--- src/rtl/mips_ctrl_pkg.sv ---
// Shared encodings for the multi-cycle MIPS control sequencer: opcodes, FSM states,
// instruction classes and datapath mux selects.
package mips_ctrl_pkg;

  localparam int unsigned OP_W = 6;

  localparam logic [OP_W-1:0] OP_RTYPE   = 6'h00;
  localparam logic [OP_W-1:0] OP_J       = 6'h02;
  localparam logic [OP_W-1:0] OP_JAL     = 6'h03;
  localparam logic [OP_W-1:0] OP_BEQ     = 6'h04;
  localparam logic [OP_W-1:0] OP_BNE     = 6'h05;
  localparam logic [OP_W-1:0] OP_ALUI_LO = 6'h08;
  localparam logic [OP_W-1:0] OP_ALUI_HI = 6'h0F;
  localparam logic [OP_W-1:0] OP_LB      = 6'h20;
  localparam logic [OP_W-1:0] OP_LW      = 6'h23;
  localparam logic [OP_W-1:0] OP_SB      = 6'h28;
  localparam logic [OP_W-1:0] OP_SW      = 6'h2B;
  localparam logic [OP_W-1:0] FN_JR      = 6'h08;

  typedef enum logic [2:0] {
    ST_FETCH  = 3'd0,
    ST_DECODE = 3'd1,
    ST_EXEC   = 3'd2,
    ST_MEM    = 3'd3,
    ST_WB     = 3'd4,
    ST_TRAP   = 3'd5
  } state_t;

  typedef enum logic [2:0] {
    CLS_RTYPE  = 3'd0,
    CLS_JR     = 3'd1,
    CLS_ALUI   = 3'd2,
    CLS_LOAD   = 3'd3,
    CLS_STORE  = 3'd4,
    CLS_BRANCH = 3'd5,
    CLS_JUMP   = 3'd6,
    CLS_JAL    = 3'd7
  } cls_t;

  localparam logic [1:0] PC_SRC_SEQ    = 2'd0;
  localparam logic [1:0] PC_SRC_BRANCH = 2'd1;
  localparam logic [1:0] PC_SRC_JUMP   = 2'd2;
  localparam logic [1:0] PC_SRC_REG    = 2'd3;

  localparam logic [1:0] REG_DST_RT = 2'd0;
  localparam logic [1:0] REG_DST_RD = 2'd1;
  localparam logic [1:0] REG_DST_RA = 2'd2;

  localparam logic [1:0] WB_SEL_ALU = 2'd0;
  localparam logic [1:0] WB_SEL_MEM = 2'd1;
  localparam logic [1:0] WB_SEL_PC4 = 2'd2;

  localparam logic [1:0] MEM_SIZE_WORD = 2'b11;
  localparam logic [1:0] MEM_SIZE_BYTE = 2'b00;

endpackage

--- src/rtl/opcode_classifier.sv ---
// Combinational decode of opcode/funct into an instruction class, an illegal flag
// and the data-memory access size.
module opcode_classifier
  import mips_ctrl_pkg::*;
(
  input  logic [OP_W-1:0] opcode,
  input  logic [OP_W-1:0] funct,
  output cls_t            cls,
  output logic            illegal,
  output logic [1:0]      mem_size
);

  always_comb begin
    cls      = CLS_RTYPE;
    illegal  = 1'b0;
    mem_size = MEM_SIZE_WORD;
    case (opcode)
      OP_RTYPE: cls = (funct == FN_JR) ? CLS_JR : CLS_RTYPE;
      OP_J:     cls = CLS_JUMP;
      OP_JAL:   cls = CLS_JAL;
      OP_BEQ,
      OP_BNE:   cls = CLS_BRANCH;
      OP_LB: begin
        cls      = CLS_LOAD;
        mem_size = MEM_SIZE_BYTE;
      end
      OP_LW:    cls = CLS_LOAD;
      OP_SB: begin
        cls      = CLS_STORE;
        mem_size = MEM_SIZE_BYTE;
      end
      OP_SW:    cls = CLS_STORE;
      default: begin
        // Immediate-ALU opcodes occupy one contiguous block.
        if (opcode >= OP_ALUI_LO && opcode <= OP_ALUI_HI) cls = CLS_ALUI;
        else illegal = 1'b1;
      end
    endcase
  end

endmodule

--- src/rtl/multicycle_control.sv ---
// Multi-cycle MIPS sequencer: FETCH/DECODE/EXEC/MEM/WB state machine driving every
// datapath select and enable, with a MEM stall timeout and a retired-instruction counter.
module multicycle_control
  import mips_ctrl_pkg::*;
#(
  parameter int unsigned CNT_W       = 32,
  parameter int unsigned MEM_TIMEOUT = 255
) (
  input  logic             clock,
  input  logic             reset,
  input  logic [OP_W-1:0]  opcode,
  input  logic [OP_W-1:0]  funct,
  input  logic             alu_branch,
  input  logic             mem_ready,
  output logic             ir_write,
  output logic             pc_write,
  output logic [1:0]       pc_src,
  output logic [1:0]       reg_dst,
  output logic             alu_src,
  output logic [1:0]       wb_sel,
  output logic             reg_write,
  output logic             mem_read,
  output logic             mem_write,
  output logic [1:0]       mem_size,
  output logic             halted,
  output logic [CNT_W-1:0] instr_count
);

  localparam int unsigned STALL_W = (MEM_TIMEOUT > 1) ? $clog2(MEM_TIMEOUT + 1) : 1;

  state_t             state;
  state_t             state_nxt;
  cls_t               cls_q;
  logic [1:0]         size_q;
  logic [STALL_W-1:0] stall_cnt;
  cls_t               dec_cls;
  logic               dec_illegal;
  logic [1:0]         dec_size;
  logic               retire;
  logic               stall_expired;

  opcode_classifier u_classifier (
    .opcode   (opcode),
    .funct    (funct),
    .cls      (dec_cls),
    .illegal  (dec_illegal),
    .mem_size (dec_size)
  );

  // This cycle is the last tolerated stall; a zero timeout disables the check.
  assign stall_expired = (MEM_TIMEOUT != 0) && (stall_cnt == STALL_W'(MEM_TIMEOUT - 1));

  assign halted   = (state == ST_TRAP);
  assign mem_size = size_q;

  // Next state and Moore outputs; enables are forced low while reset is held.
  always_comb begin
    state_nxt = state;
    retire    = 1'b0;
    ir_write  = 1'b0;
    pc_write  = 1'b0;
    pc_src    = PC_SRC_SEQ;
    reg_dst   = REG_DST_RT;
    alu_src   = 1'b0;
    wb_sel    = WB_SEL_ALU;
    reg_write = 1'b0;
    mem_read  = 1'b0;
    mem_write = 1'b0;
    if (!reset) begin
      case (state)
        ST_FETCH: begin
          ir_write  = 1'b1;
          pc_write  = 1'b1;
          state_nxt = ST_DECODE;
        end
        ST_DECODE: state_nxt = dec_illegal ? ST_TRAP : ST_EXEC;
        ST_EXEC: begin
          alu_src = (cls_q inside {CLS_ALUI, CLS_LOAD, CLS_STORE});
          case (cls_q)
            CLS_BRANCH: begin
              pc_write  = alu_branch;
              pc_src    = PC_SRC_BRANCH;
              retire    = 1'b1;
              state_nxt = ST_FETCH;
            end
            CLS_JUMP: begin
              pc_write  = 1'b1;
              pc_src    = PC_SRC_JUMP;
              retire    = 1'b1;
              state_nxt = ST_FETCH;
            end
            CLS_JR: begin
              pc_write  = 1'b1;
              pc_src    = PC_SRC_REG;
              retire    = 1'b1;
              state_nxt = ST_FETCH;
            end
            CLS_JAL: begin
              pc_write  = 1'b1;
              pc_src    = PC_SRC_JUMP;
              reg_write = 1'b1;
              reg_dst   = REG_DST_RA;
              wb_sel    = WB_SEL_PC4;
              retire    = 1'b1;
              state_nxt = ST_FETCH;
            end
            CLS_LOAD,
            CLS_STORE:  state_nxt = ST_MEM;
            default:    state_nxt = ST_WB;
          endcase
        end
        ST_MEM: begin
          mem_read  = (cls_q == CLS_LOAD);
          mem_write = (cls_q == CLS_STORE);
          if (mem_ready) begin
            if (cls_q == CLS_LOAD) begin
              state_nxt = ST_WB;
            end else begin
              retire    = 1'b1;
              state_nxt = ST_FETCH;
            end
          end else if (stall_expired) begin
            state_nxt = ST_TRAP;
          end
        end
        ST_WB: begin
          reg_write = 1'b1;
          reg_dst   = (cls_q == CLS_RTYPE) ? REG_DST_RD : REG_DST_RT;
          wb_sel    = (cls_q == CLS_LOAD) ? WB_SEL_MEM : WB_SEL_ALU;
          retire    = 1'b1;
          state_nxt = ST_FETCH;
        end
        ST_TRAP:  state_nxt = ST_TRAP;
        default:  state_nxt = ST_FETCH;
      endcase
    end
  end

  // State, latched class/size, stall counter and retire counter.
  always_ff @(posedge clock or posedge reset) begin
    if (reset) begin
      state       <= ST_FETCH;
      cls_q       <= CLS_RTYPE;
      size_q      <= MEM_SIZE_WORD;
      stall_cnt   <= '0;
      instr_count <= '0;
    end else begin
      state <= state_nxt;
      if (state == ST_DECODE) begin
        cls_q  <= dec_cls;
        size_q <= dec_size;
      end
      if (state != ST_MEM) begin
        stall_cnt <= '0;
      end else if (!mem_ready && (MEM_TIMEOUT != 0) && !stall_expired) begin
        stall_cnt <= stall_cnt + STALL_W'(1);
      end
      if (retire) instr_count <= instr_count + CNT_W'(1);
    end
  end

endmodule
--- config.mk ---
export PLATFORM = sky130hd
export DESIGN_NAME = multicycle_control
export DESIGN_NICKNAME = d
export VERILOG_FILES = /design/src/rtl/mips_ctrl_pkg.sv /design/src/rtl/opcode_classifier.sv /design/src/rtl/multicycle_control.sv
export SDC_FILE = /design/constraint.sdc
export NUM_CORES = 1
export LEC_CHECK = 0
export ABC_AREA = 1
export BUFFER_PORTS_ARGS = -buffer_cell sky130_fd_sc_hd__buf_2
export CORE_MARGIN = 5
export CORE_UTILIZATION = 56
export DETAILED_ROUTE_END_ITERATION = 8
export PLACE_DENSITY = 0.81
export REMOVE_ABC_BUFFERS = 1
export SYNTH_ARGS = -nofsm -noshare
export SYNTH_HDL_FRONTEND = slang
export SYNTH_SLANG_ARGS = --single-unit
--- constraint.sdc ---
create_clock -name clock -period 3.3 [get_ports clock]
set_input_delay 0.66 -clock clock [delete_from_list [all_inputs] [get_ports clock]]
set_output_delay 0.66 -clock clock [all_outputs]
set_load 0.01 [all_outputs]
==> flow_metrics.tcl <==
set metrics [dict create \
    grt_pass1_wl_mm 13.7 \
    synth_top_family_by_area "simple AND/OR/NAND/NOR gates" \
    setup_violations 0 \
    rsz0062_at_grt "no" \
    seq_power_share_pct 42.4 \
    synthAdderAreaFrac_pct 1.17 \
    worst-path-buf-inv 3 \
    relSlewSlack_pct 69.3 \
    grt_max_degree 37 \
    fin_nets 583 \
    period_needed_ps 2370 \
    power_mw 1.84 \
    clk_latency_ps 300 \
    cts_tree "done" \
    grt_pass1_vias 3067 \
    fin_worst_skew_ps 17.2 \
    drive_gt1_share_pct 15.8 \
    syn-cell-area_sq_mm 0.00322 \
    synth_compound_area_share_pct 4.78 \
    tns_ps 0 \
    hold_buffers 0 \
    maxCapViolCount 0 \
    diodes 0 \
    clk_pin_slew_ps 90 \
    ys_seq_area_share_pct 36.6 \
    hold_violations 0 \
    grt_antenna_before_repair 0 \
    fmaxAchievable_mhz 422 \
    syn_inst 501 \
    muxShareOfSynthArea_pct 0 \
    gr-usage-met3_pct 2.98 \
    h-tree-depth 2 \
    die-area_sq_mm 0.00737 \
    grt_usage_pct 22.6 \
    wl_per_cell_um 12.7 \
    core_area_sq_mm 0.00554 \
    pwr-share-comb_pct 33.8 \
    cts_made_buffers 5 \
    synth_area_per_cell_sq_um 6.43 \
    vias_per_cell 5.17 \
    p_sw_mw 0.746 \
    io_pins 63 \
    period_share_pct 71.9 \
    worstPathArrival_ps 1710 \
    synth_warnings 0 \
    vias 3292 \
    ys_types 30 \
    synth_xor_xnor_area_share_pct 5.13 \
    die_height_um 85.8 \
    critPathSlowestCell "inv_2" \
    worst-setup-path-type "primary input to output pin" \
    cp_max_fo 22 \
    synth-seq-cells 47 \
    area_growth_pct 14.3 \
    cpMostUsedCell "buf_2" \
    cp_cell_sequence "buf_2 -> inv_2 -> nand3_1 -> nor3_1 -> buf_2" \
    cp-start-kind "primary input" \
    rows 27 \
    min_path_type "primary input to asynchronous set/reset pin" \
    required_ps 2640 \
    gr-total-overflow 0 \
    io_buffers 62 \
    grtUsageMet1_pct 29.3 \
    die_x_um 85.8 \
    slew_viol_final 0 \
    vdd_drop_max_uv 415 \
    tightest_slew_ps 459 \
    synth_simple_gate_area_share_pct 43.3 \
    endpoint_kind "output pin" \
    dp.final_hpwl_mm 6.28 \
    drt-initial-drc-count 275 \
    critPathTopFamily "buffers and inverters" \
    cts_resized 0 \
    dr.pass1.iters 5 \
    outcome "finished, final reports clean" \
    dpl_cell_area_sq_mm 0.00357 \
    cts_buffer_depth 2 \
    top_usage_layer "met2" \
    ant_nets 0 \
    gp_congestion 0.937 \
    cts-root-buf "clkbuf_8" \
    netSwitchingFraction_pct 40.6 \
    use_met2_pct 39.3 \
    power.density_mw_per_mm2 499 \
    hold_slack_ps 389 \
    drc 0 \
    initial_core_util_pct 58.1 \
    p_leak_nw 1.97 \
    intPower_mw 1.09 \
    clockPowerShare_pct 23.7 \
    cts.sinks 47 \
    cp_slowest_stage_delay_ps 350 \
    stdcell_area_sq_mm 0.00368 \
    wirelength_mm 8.09 \
    post_cts.repair.setup_buffers 0 \
]
-- flip-flops by register name (all words and copies together), names as in the netlist --
register     count
state            3
cls_q            3
instr_count     32
stall_cnt        8
mem_size         1
-- worst paths after layout --
kind	end	startpoint	slack [ps]	depth (start not counted)
worst max-delay path	pc_src[1]	reset	930	5
worst min-delay path	stall_cnt[0]$_DFFE_PP0P_	reset	390	2
worst max register to register	instr_count[27]$_DFFE_PP0P_	state[0]$_DFFE_PP0P_	1400	8
worst min register to register	mem_size[0]$_DFFE_PP1N_	mem_size[0]$_DFFE_PP1N_	510	2
max in group asynchronous	instr_count[5]$_DFFE_PP0P_	reset	2130	3
min in group clock	mem_size[0]$_DFFE_PP1N_	mem_size[0]$_DFFE_PP1N_	510	2
-- metrics by stage --
step	utilization [%]	instances	setup slack, ps
CTS	66.5	637	917
finish	66.5	637	928
global route	66.5	637	778
floorplan	-	494	199
detailed placement	64.4	629	924
global placement	64.4	629	959
-- synth_stat cells (all sizes together) --
cell / number / share of area [%]
nand2: 219 / 26
inv: 61 / 7.1
nor2: 59 / 7.2
dfrtp: 46 / 36
nand3: 26 / 4.4
nor3: 22 / 3.7
o21ai: 19 / 3.1
xor2: 18 / 5.1
buf: 7 / 1.8
a21oi: 5 / 0.78
nand4: 4 / 0.78
ha: 3 / 1.2
nand3b: 3 / 0.70
nor4: 2 / 0.39
o31ai: 2 / 0.47
clkinv: 1 / 0.16
dfstp: 1 / 0.82
nor3b: 1 / 0.23
o22ai: 1 / 0.19
o2bb2ai: 1 / 0.27
-- layer usage --
layer / wire length (um) / up-vias / share of wire, %
met3: 440 / 12 / 5.4
li1: - / 1673 / -
met4: 136 / 0 / 1.7
met2: 3910 / 113 / 48
met1: 3600 / 1494 / 45
met5: 0 / - / 0
-- cell type report --
type | instances | area (sq um)
clock inverter | 3 | 43.8
clock buffer | 5 | 68.8
inverter | 62 | 234
timing repair buffer | 63 | 318
fill | 507 | 1860
tap | 72 | 90.1
multi-input combinational | 385 | 1750
sequential | 47 | 1180
-- cells by family after synthesis --
family	after synthesis
xor+xnor	18
compound gates	28
buf+inv	69
fa+ha+maj	3
flops	47
simple gates	336
-- power by group through the flow --
| stage | clock [mW] | combinational [mW] | sequential [mW] |
|---|---|---|---|
| after floorplan | 0 | 0.392 | 0.798 |
| final | 0.437 | 0.622 | 0.780 |
| after CTS | 0.439 | 0.624 | 0.779 |
| after detailed placement | 0 | 0.623 | 0.789 |
| after global placement | 0 | 0.612 | 0.786 |
| after global routing | 0.460 | 0.700 | 0.799 |
-- worst register-to-register path, cell delays in order (launching register included) --
cell and delay, ps:
dfrtp_1 480, nor2_2 180, nand2_2 90, nor2_2 160
o21ai_2 90, nand2_4 330, inv_2 280, nand2_1 120
nand2_1 70
-- cell usage in the layout, fill, tap and decap left out --
cell       count
a21oi_1        5
buf_2         62
buf_4          1
bufinv_16      1
clkbuf_8       5
clkinv_2       2
clkinv_4       1
dfrtp_1       46
dfstp_2        1
ha_1           3
inv_1         58
inv_2          3
nand2_1      216
nand2_2        2
nand2_4        1
nand3_1       24
nand3_2        2
nand3b_1       3
nand4_1        4
nor2_1        55
nor2_2         4
nor3_1        20
nor3_2         2
nor3b_1        1
nor4_1         2
o21ai_0       18
o21ai_2        1
o22ai_1        1
o2bb2ai_1      1
o31ai_1        2
xor2_1        17
xor2_2         1
(Power assumes the default switching activity.)
